### config.mk
export PLATFORM = sky130hd
export DESIGN_NAME = icache_axi_rd_bridge_flat
export DESIGN_NICKNAME = d
export VERILOG_FILES = /design/src/rtl/icache_axi_rd_bridge_if.sv /design/src/rtl/icache_axi_rd_bridge.sv /design/src/flat_wrapper.sv
export SDC_FILE = /design/constraint.sdc
export NUM_CORES = 1
export LEC_CHECK = 0
export CAP_MARGIN = 0
export CORE_ASPECT_RATIO = 0.5
export CORE_MARGIN = 4
export CORE_UTILIZATION = 32
export DETAILED_ROUTE_END_ITERATION = 7
export RECOVER_POWER = 100
export REMOVE_ABC_BUFFERS = 1
export SLEW_MARGIN = 30
export SYNTH_ARGS = -nofsm -noshare
export SYNTH_HDL_FRONTEND = slang
export SYNTH_SLANG_ARGS = --single-unit
export TNS_END_PERCENT = 10
### constraint.sdc
create_clock -name clk_g -period 6.05 [get_ports clk_g]
set_clock_uncertainty 0.15 [all_clocks]
set_input_delay 1.21 -clock clk_g [delete_from_list [all_inputs] [get_ports clk_g]]
set_output_delay 1.21 -clock clk_g [all_outputs]
set_load 0.02 [all_outputs]
### src/rtl/icache_axi_rd_bridge_if.sv
// AXI4 read-address and read-data channels between the icache refill bridge
// and the interconnect. master = bridge side, slave = interconnect side.
interface icache_axi_rd_bridge_if;
    logic [3:0]  arid;
    logic [31:0] araddr;
    logic [7:0]  arlen;
    logic [2:0]  arsize;
    logic [1:0]  arburst;
    logic [3:0]  arcache;
    logic [2:0]  arprot;
    logic        arvalid;
    logic        arready;
    logic [3:0]  rid;
    logic [31:0] rdata;
    logic [1:0]  rresp;
    logic        rlast;
    logic        rvalid;
    logic        rready;

    modport master (
        output arid, araddr, arlen, arsize, arburst, arcache, arprot, arvalid, rready,
        input  arready, rid, rdata, rresp, rlast, rvalid
    );

    modport slave (
        input  arid, araddr, arlen, arsize, arburst, arcache, arprot, arvalid, rready,
        output arready, rid, rdata, rresp, rlast, rvalid
    );
endinterface

### src/rtl/icache_axi_rd_bridge.sv
// Icache refill port to AXI4 read bridge: one request becomes one INCR burst,
// 32-bit beats are shifted into a 128-bit line returned with a one-cycle pulse.
module icache_axi_rd_bridge #(
    parameter logic [3:0] AXI_ID     = 4'd0,
    parameter int         LINE_BEATS = 4,
    parameter int         UNC_BEATS  = 2
) (
    input  logic                          clk_g,
    input  logic                          resetn,
    input  logic                          rd_req,
    input  logic [31:0]                   rd_addr,
    input  logic                          rd_uncache,
    output logic                          rd_rdy,
    output logic                          ret_valid,
    output logic [127:0]                  ret_data,
    output logic                          ret_err,
    output logic [1:0]                    dbg_state,
    icache_axi_rd_bridge_if.master        axi
);
    // Handshakes: a transfer happens on a rising clk_g edge where both valid
    // and ready are high; valid never waits on ready, and a master holds its
    // payload stable while valid is high and ready is low.

    typedef enum logic [1:0] {
        S_IDLE  = 2'd0,
        S_AR    = 2'd1,
        S_RDATA = 2'd2,
        S_DONE  = 2'd3
    } state_t;

    localparam logic [7:0] LINE_LEN = 8'(LINE_BEATS - 1);
    localparam logic [7:0] UNC_LEN  = 8'(UNC_BEATS - 1);

    state_t        state_q, state_d;
    logic [31:0]   addr_q;
    logic          unc_q;
    logic [2:0]    cnt_q;
    logic          err_q;
    logic [127:0]  data_q;

    logic          accept;
    logic          beat;
    logic          last_idx_hit;
    logic          beat_err;
    logic [2:0]    last_idx;

    // Low address bits are dropped by the line/fetch alignment.
    logic          unused_addr_bits;
    assign unused_addr_bits = ^rd_addr[2:0];

    assign accept       = (state_q == S_IDLE) && rd_req;
    assign beat         = (state_q == S_RDATA) && axi.rvalid;
    assign last_idx     = unc_q ? UNC_LEN[2:0] : LINE_LEN[2:0];
    assign last_idx_hit = (cnt_q == last_idx);
    assign beat_err     = (axi.rresp != 2'b00) || (axi.rid != AXI_ID) ||
                          (axi.rlast != last_idx_hit);

    always_ff @(posedge clk_g or negedge resetn) begin
        if (!resetn) begin
            state_q <= S_IDLE;
        end else begin
            state_q <= state_d;
        end
    end

    always_comb begin
        state_d = state_q;
        case (state_q)
            S_IDLE:  if (rd_req) state_d = S_AR;
            S_AR:    if (axi.arready) state_d = S_RDATA;
            // A missing rlast still ends the burst at the expected beat count.
            S_RDATA: if (beat && (axi.rlast || last_idx_hit)) state_d = S_DONE;
            S_DONE:  state_d = S_IDLE;
            default: state_d = S_IDLE;
        endcase
    end

    always_ff @(posedge clk_g or negedge resetn) begin
        if (!resetn) begin
            addr_q <= '0;
            unc_q  <= 1'b0;
            cnt_q  <= '0;
            err_q  <= 1'b0;
            data_q <= '0;
        end else if (accept) begin
            addr_q <= rd_uncache ? {rd_addr[31:3], 3'b000} : {rd_addr[31:4], 4'b0000};
            unc_q  <= rd_uncache;
            cnt_q  <= '0;
            err_q  <= 1'b0;
        end else if (beat) begin
            data_q <= {axi.rdata, data_q[127:32]};
            cnt_q  <= (cnt_q == 3'd7) ? cnt_q : cnt_q + 3'd1;
            if (beat_err) err_q <= 1'b1;
        end
    end

    assign rd_rdy      = (state_q == S_IDLE);
    assign ret_valid   = (state_q == S_DONE);
    assign ret_err     = (state_q == S_DONE) && err_q;
    assign ret_data    = data_q;
    assign dbg_state   = state_q;

    assign axi.arid    = AXI_ID;
    assign axi.araddr  = addr_q;
    assign axi.arlen   = unc_q ? UNC_LEN : LINE_LEN;
    assign axi.arsize  = 3'b010;
    assign axi.arburst = 2'b01;
    assign axi.arcache = unc_q ? 4'b0000 : 4'b0011;
    assign axi.arprot  = 3'b100;
    assign axi.arvalid = (state_q == S_AR);
    assign axi.rready  = (state_q == S_RDATA);
endmodule

### src/flat_wrapper.sv
// flat-port wrapper written by rule: the top's interface ports become plain ports
module icache_axi_rd_bridge_flat 
#(
    parameter logic [3:0] AXI_ID     = 4'd0,
    parameter int         LINE_BEATS = 4,
    parameter int         UNC_BEATS  = 2
)
  (clk_g, resetn, rd_req, rd_addr, rd_uncache, rd_rdy, ret_valid, ret_data, ret_err, dbg_state, axi_arid, axi_araddr, axi_arlen, axi_arsize, axi_arburst, axi_arcache, axi_arprot, axi_arvalid, axi_rready, axi_arready, axi_rid, axi_rdata, axi_rresp, axi_rlast, axi_rvalid);
  icache_axi_rd_bridge_if axi_i ();
  input  logic clk_g;
  input  logic resetn;
  input  logic rd_req;
  input  logic [31:0] rd_addr;
  input  logic rd_uncache;
  output logic rd_rdy;
  output logic ret_valid;
  output logic [127:0] ret_data;
  output logic ret_err;
  output logic [1:0] dbg_state;
  output wire logic [$bits(axi_i.arid)-1:0] axi_arid;
  output wire logic [$bits(axi_i.araddr)-1:0] axi_araddr;
  output wire logic [$bits(axi_i.arlen)-1:0] axi_arlen;
  output wire logic [$bits(axi_i.arsize)-1:0] axi_arsize;
  output wire logic [$bits(axi_i.arburst)-1:0] axi_arburst;
  output wire logic [$bits(axi_i.arcache)-1:0] axi_arcache;
  output wire logic [$bits(axi_i.arprot)-1:0] axi_arprot;
  output wire logic [$bits(axi_i.arvalid)-1:0] axi_arvalid;
  output wire logic [$bits(axi_i.rready)-1:0] axi_rready;
  input wire logic [$bits(axi_i.arready)-1:0] axi_arready;
  input wire logic [$bits(axi_i.rid)-1:0] axi_rid;
  input wire logic [$bits(axi_i.rdata)-1:0] axi_rdata;
  input wire logic [$bits(axi_i.rresp)-1:0] axi_rresp;
  input wire logic [$bits(axi_i.rlast)-1:0] axi_rlast;
  input wire logic [$bits(axi_i.rvalid)-1:0] axi_rvalid;
  assign axi_arid = axi_i.arid;
  assign axi_araddr = axi_i.araddr;
  assign axi_arlen = axi_i.arlen;
  assign axi_arsize = axi_i.arsize;
  assign axi_arburst = axi_i.arburst;
  assign axi_arcache = axi_i.arcache;
  assign axi_arprot = axi_i.arprot;
  assign axi_arvalid = axi_i.arvalid;
  assign axi_rready = axi_i.rready;
  assign axi_i.arready = axi_arready;
  assign axi_i.rid = axi_rid;
  assign axi_i.rdata = axi_rdata;
  assign axi_i.rresp = axi_rresp;
  assign axi_i.rlast = axi_rlast;
  assign axi_i.rvalid = axi_rvalid;
  icache_axi_rd_bridge #(.AXI_ID(AXI_ID), .LINE_BEATS(LINE_BEATS), .UNC_BEATS(UNC_BEATS)) u_core (.clk_g(clk_g), .resetn(resetn), .rd_req(rd_req), .rd_addr(rd_addr), .rd_uncache(rd_uncache), .rd_rdy(rd_rdy), .ret_valid(ret_valid), .ret_data(ret_data), .ret_err(ret_err), .dbg_state(dbg_state), .axi(axi_i));
endmodule
==> impl_metrics.toml <==
[status]
status = "finished, violations left"
violations = "max-capacitance violations, max-slew violations"

[sta]
max_slew_margin = -0.862
slew_viol_final = 112
rsz0062_at_grt = "no"
finalSetupViolations = 0
worst_slew_pin_slew_ns = 2.79
whs_ns = 0.330
fmax_mhz = 229
period_share = 0.721
finalHoldViolations = 0
fin_tns_setup_ns = 0
fin_crit_ns = 4.36

[synth]
ys.flop_type = "dfrtp_1"
yosys_warnings = 0
synthTopCellsByCount = "164 x dfrtp_1, 100 x mux2_4, 58 x mux2_2, 26 x buf_4, 13 x buf_6"
yosysMostFrequentCell = "dfrtp_1"
ys_seq_area_frac = 0.594
synth_area_leaders = "dfrtp_1 59%, mux2_4 22%, mux2_2 9.4%"
syn_area_per_cell_um2 = 17.1
ys_async_sr_fraction = 1.00
ys_seq_elements = 164
synth.largest_area_cell = "dfrtp_1"
yosys.cell_types.count = 27
synth_top_area_frac = 0.594
netlist_area_um2 = 6910
synth_cells = 405
synth-edff-count = 0

[worst_setup_path]
cp_num_cells = 5
crit_family = "simple AND/OR/NAND/NOR gates"
startpoint = "rd_req"
crit_required_ns = 6.19
path_buf_inv = 2
start_kind = "primary input"
crit_fanout = 91
critPathCapture = "u_core.ret_data[97]"
r2r_cells = 6
reg2reg_slack_ns = 2.31
r2r_start = "u_core.dbg_state[0]"
r2r-end = "u_core.ret_data[97]"
cp_slowest_cell = "nand2_1"
path_cells = "dlygate4sd3_1 > nand2_1 > and3_1 > buf_12 > mux2_2"
cp.arrival_ns = 4.51
max_stage_delay_ns = 1.04
critPathKind = "in -> reg"
worstSetupEndpointType = "register"

[global_route]
grt_pass1_wl_um = 25600
grt_max_degree = 112
antenna_found_initial = 0
track_usage = 0.134
grt-ovfl-total = 0
grt_pass1_vias = 4271

[clock_network]
post-cts-setup-buffers = 0
cts_hold_buf = 0
cts_root_buf = "clkbuf_16"
htreeDepth = 4
clock_sinks = 164
cts_buffer_depth = 2
cts_resized = 0
cts_tree = "built"
numCtsBuffers = 17
path_clk_slew_ns = 0.06
insertion_delay_ns = 0.42

[power]
intPower_mw = 3.54
p_sw_frac = 0.380
pwr-share-clk = 0.191
pwr-share-seq = 0.348
p_switching_mw = 2.17
power.static_leakage_nw = 4.27
combinationalPowerShare = 0.461
powerDensity_nw_per_um2 = 592
ir_drop_mv = 0.234
finalPower_mw = 5.71

[floorplanning]
fp-row-count = 37
ios = 268
die_x_um = 216
initial_core_util = 0.331
fp.coreArea_um2 = 20900
die_area_um2 = 24200
fp.dieH_um = 112

[route]
first_pass_iters = 4
via_count = 4054
route.detailed.drc = 0
routed_wl_um = 16000
drtAntennaViolNets = 0
wl_per_cell_um = 16.9
vias_per_cell = 4.27
first_iter_violations = 139

[cells_and_area]
fin_area_um2 = 9640
fillers = 1932
syn_to_final_growth_pct = 39.5
final_cell_count_no_fill = 950
diodes = 0
drive_gt1_frac = 0.144
final_nets = 731

[min_path]
hold_class = "reg -> reg"

[place]
dp_hpwl_um = 11600
gp_congestion = 0.727
dpl_cell_area_um2 = 9440
dp.cells = 919
io_buffers = 240

[job]
drv_cap = 1
## routing by layer
layer | GRT usage | share of wire | vias up
li1 | - | - | 1844
met1 | 0.159 | 0.40 | 2125
met2 | 0.243 | 0.55 | 71
met3 | 0.0330 | 0.034 | 14
met4 | 0.0356 | 0.016 | 0
met5 | 0 | 0 | -
## area by class of cell
class                           count  area [um2]  share of cell area
Sequential cell                   164        4100               0.426
Timing Repair Buffer              243        2430               0.252
Multi-Input combinational cell    214        2130               0.221
Clock buffer                       18         439              0.0455
Tap cell                          292         365              0.0379
Clock inverter                     13         148              0.0153
Inverter                            6        22.5             0.00234
## worst register-to-register path, stage by stage, from the launching register on
cell and delay [ns]:
dfrtp_1 0.41, inv_1 0.10, ha_1 0.28, nand2_1 1.05, and3_1 0.70, buf_12 0.44
mux2_2 0.50
## cell usage in the layout (no fill, tap or decap), types with 4 or more instances in the layout
| cell | Yosys | layout |
|---|---|---|
| clkbuf_16 | 0 | 17 |
| clkdlybuf4s50_1 | 0 | 69 |
| conb_1 | 2 | 24 |
| dfrtp_1 | 164 | 164 |
| dlygate4sd3_1 | 0 | 170 |
| ha_1 | 8 | 8 |
| inv_1 | 6 | 6 |
| inv_6 | 0 | 5 |
| mux2_1 | 0 | 98 |
| mux2_2 | 58 | 58 |
| nand2_1 | 3 | 4 |
## cells by family (layout without fill, tap and decap cells)
group | Yosys count | after routing | share of synthesized area
flip-flops | 164 | 164 | 0.594
adder cells (fa/ha/maj) | 8 | 8 | 0.0145
AO/OA/AOI/OAI | 8 | 8 | 0.00796
AND/OR/NAND/NOR | 12 | 12 | 0.0103
other | 2 | 24 | 0.00109
buffers and inverters | 49 | 280 | 0.0554
XOR/XNOR | 2 | 2 | 0.00253
multiplexers | 160 | 160 | 0.315
## through the flow
stage / util / setup slack [ns]
floorplan: - / 2.23
global placement: 0.452 / 1.89
detailed placement: 0.452 / 1.89
CTS: 0.480 / 2.33
global route: 0.462 / 1.40
finish: 0.462 / 1.69
## sequential cells by signal, summed over array words and instances, names as in the netlist
name	cells
u_core.cnt_q	3
u_core.err_q	1
u_core.axi.araddr	29
u_core.dbg_state	2
u_core.ret_data	128
u_core.unc_q	1
## power groups by stage
stage	registers, mW	logic (mW)	clock network [mW]
global placement	2.04	3.23	0
CTS	2.05	3.25	1.13
floorplan	2.66	1.16	0
detailed placement	2.06	3.25	0
finish	1.98	2.63	1.09
global route	2.08	2.79	1.18
## how the worst min path moves through the flow
stage	from	to	slack (ns)	depth (start not counted)
after floorplan	u_core.err_q	u_core.err_q	0.32	1
after global placement	u_core.axi.araddr[3]	u_core.axi.araddr[3]	0.32	2
after detailed placement	u_core.axi.araddr[18]	u_core.axi.araddr[18]	0.34	1
after CTS	u_core.axi.araddr[21]	u_core.axi.araddr[21]	0.36	1
after global routing	u_core.ret_data[10]	u_core.ret_data[10]	0.36	1
final	u_core.ret_data[14]	u_core.ret_data[14]	0.33	1
No activity file was read; power rests on OpenSTA's default activity.
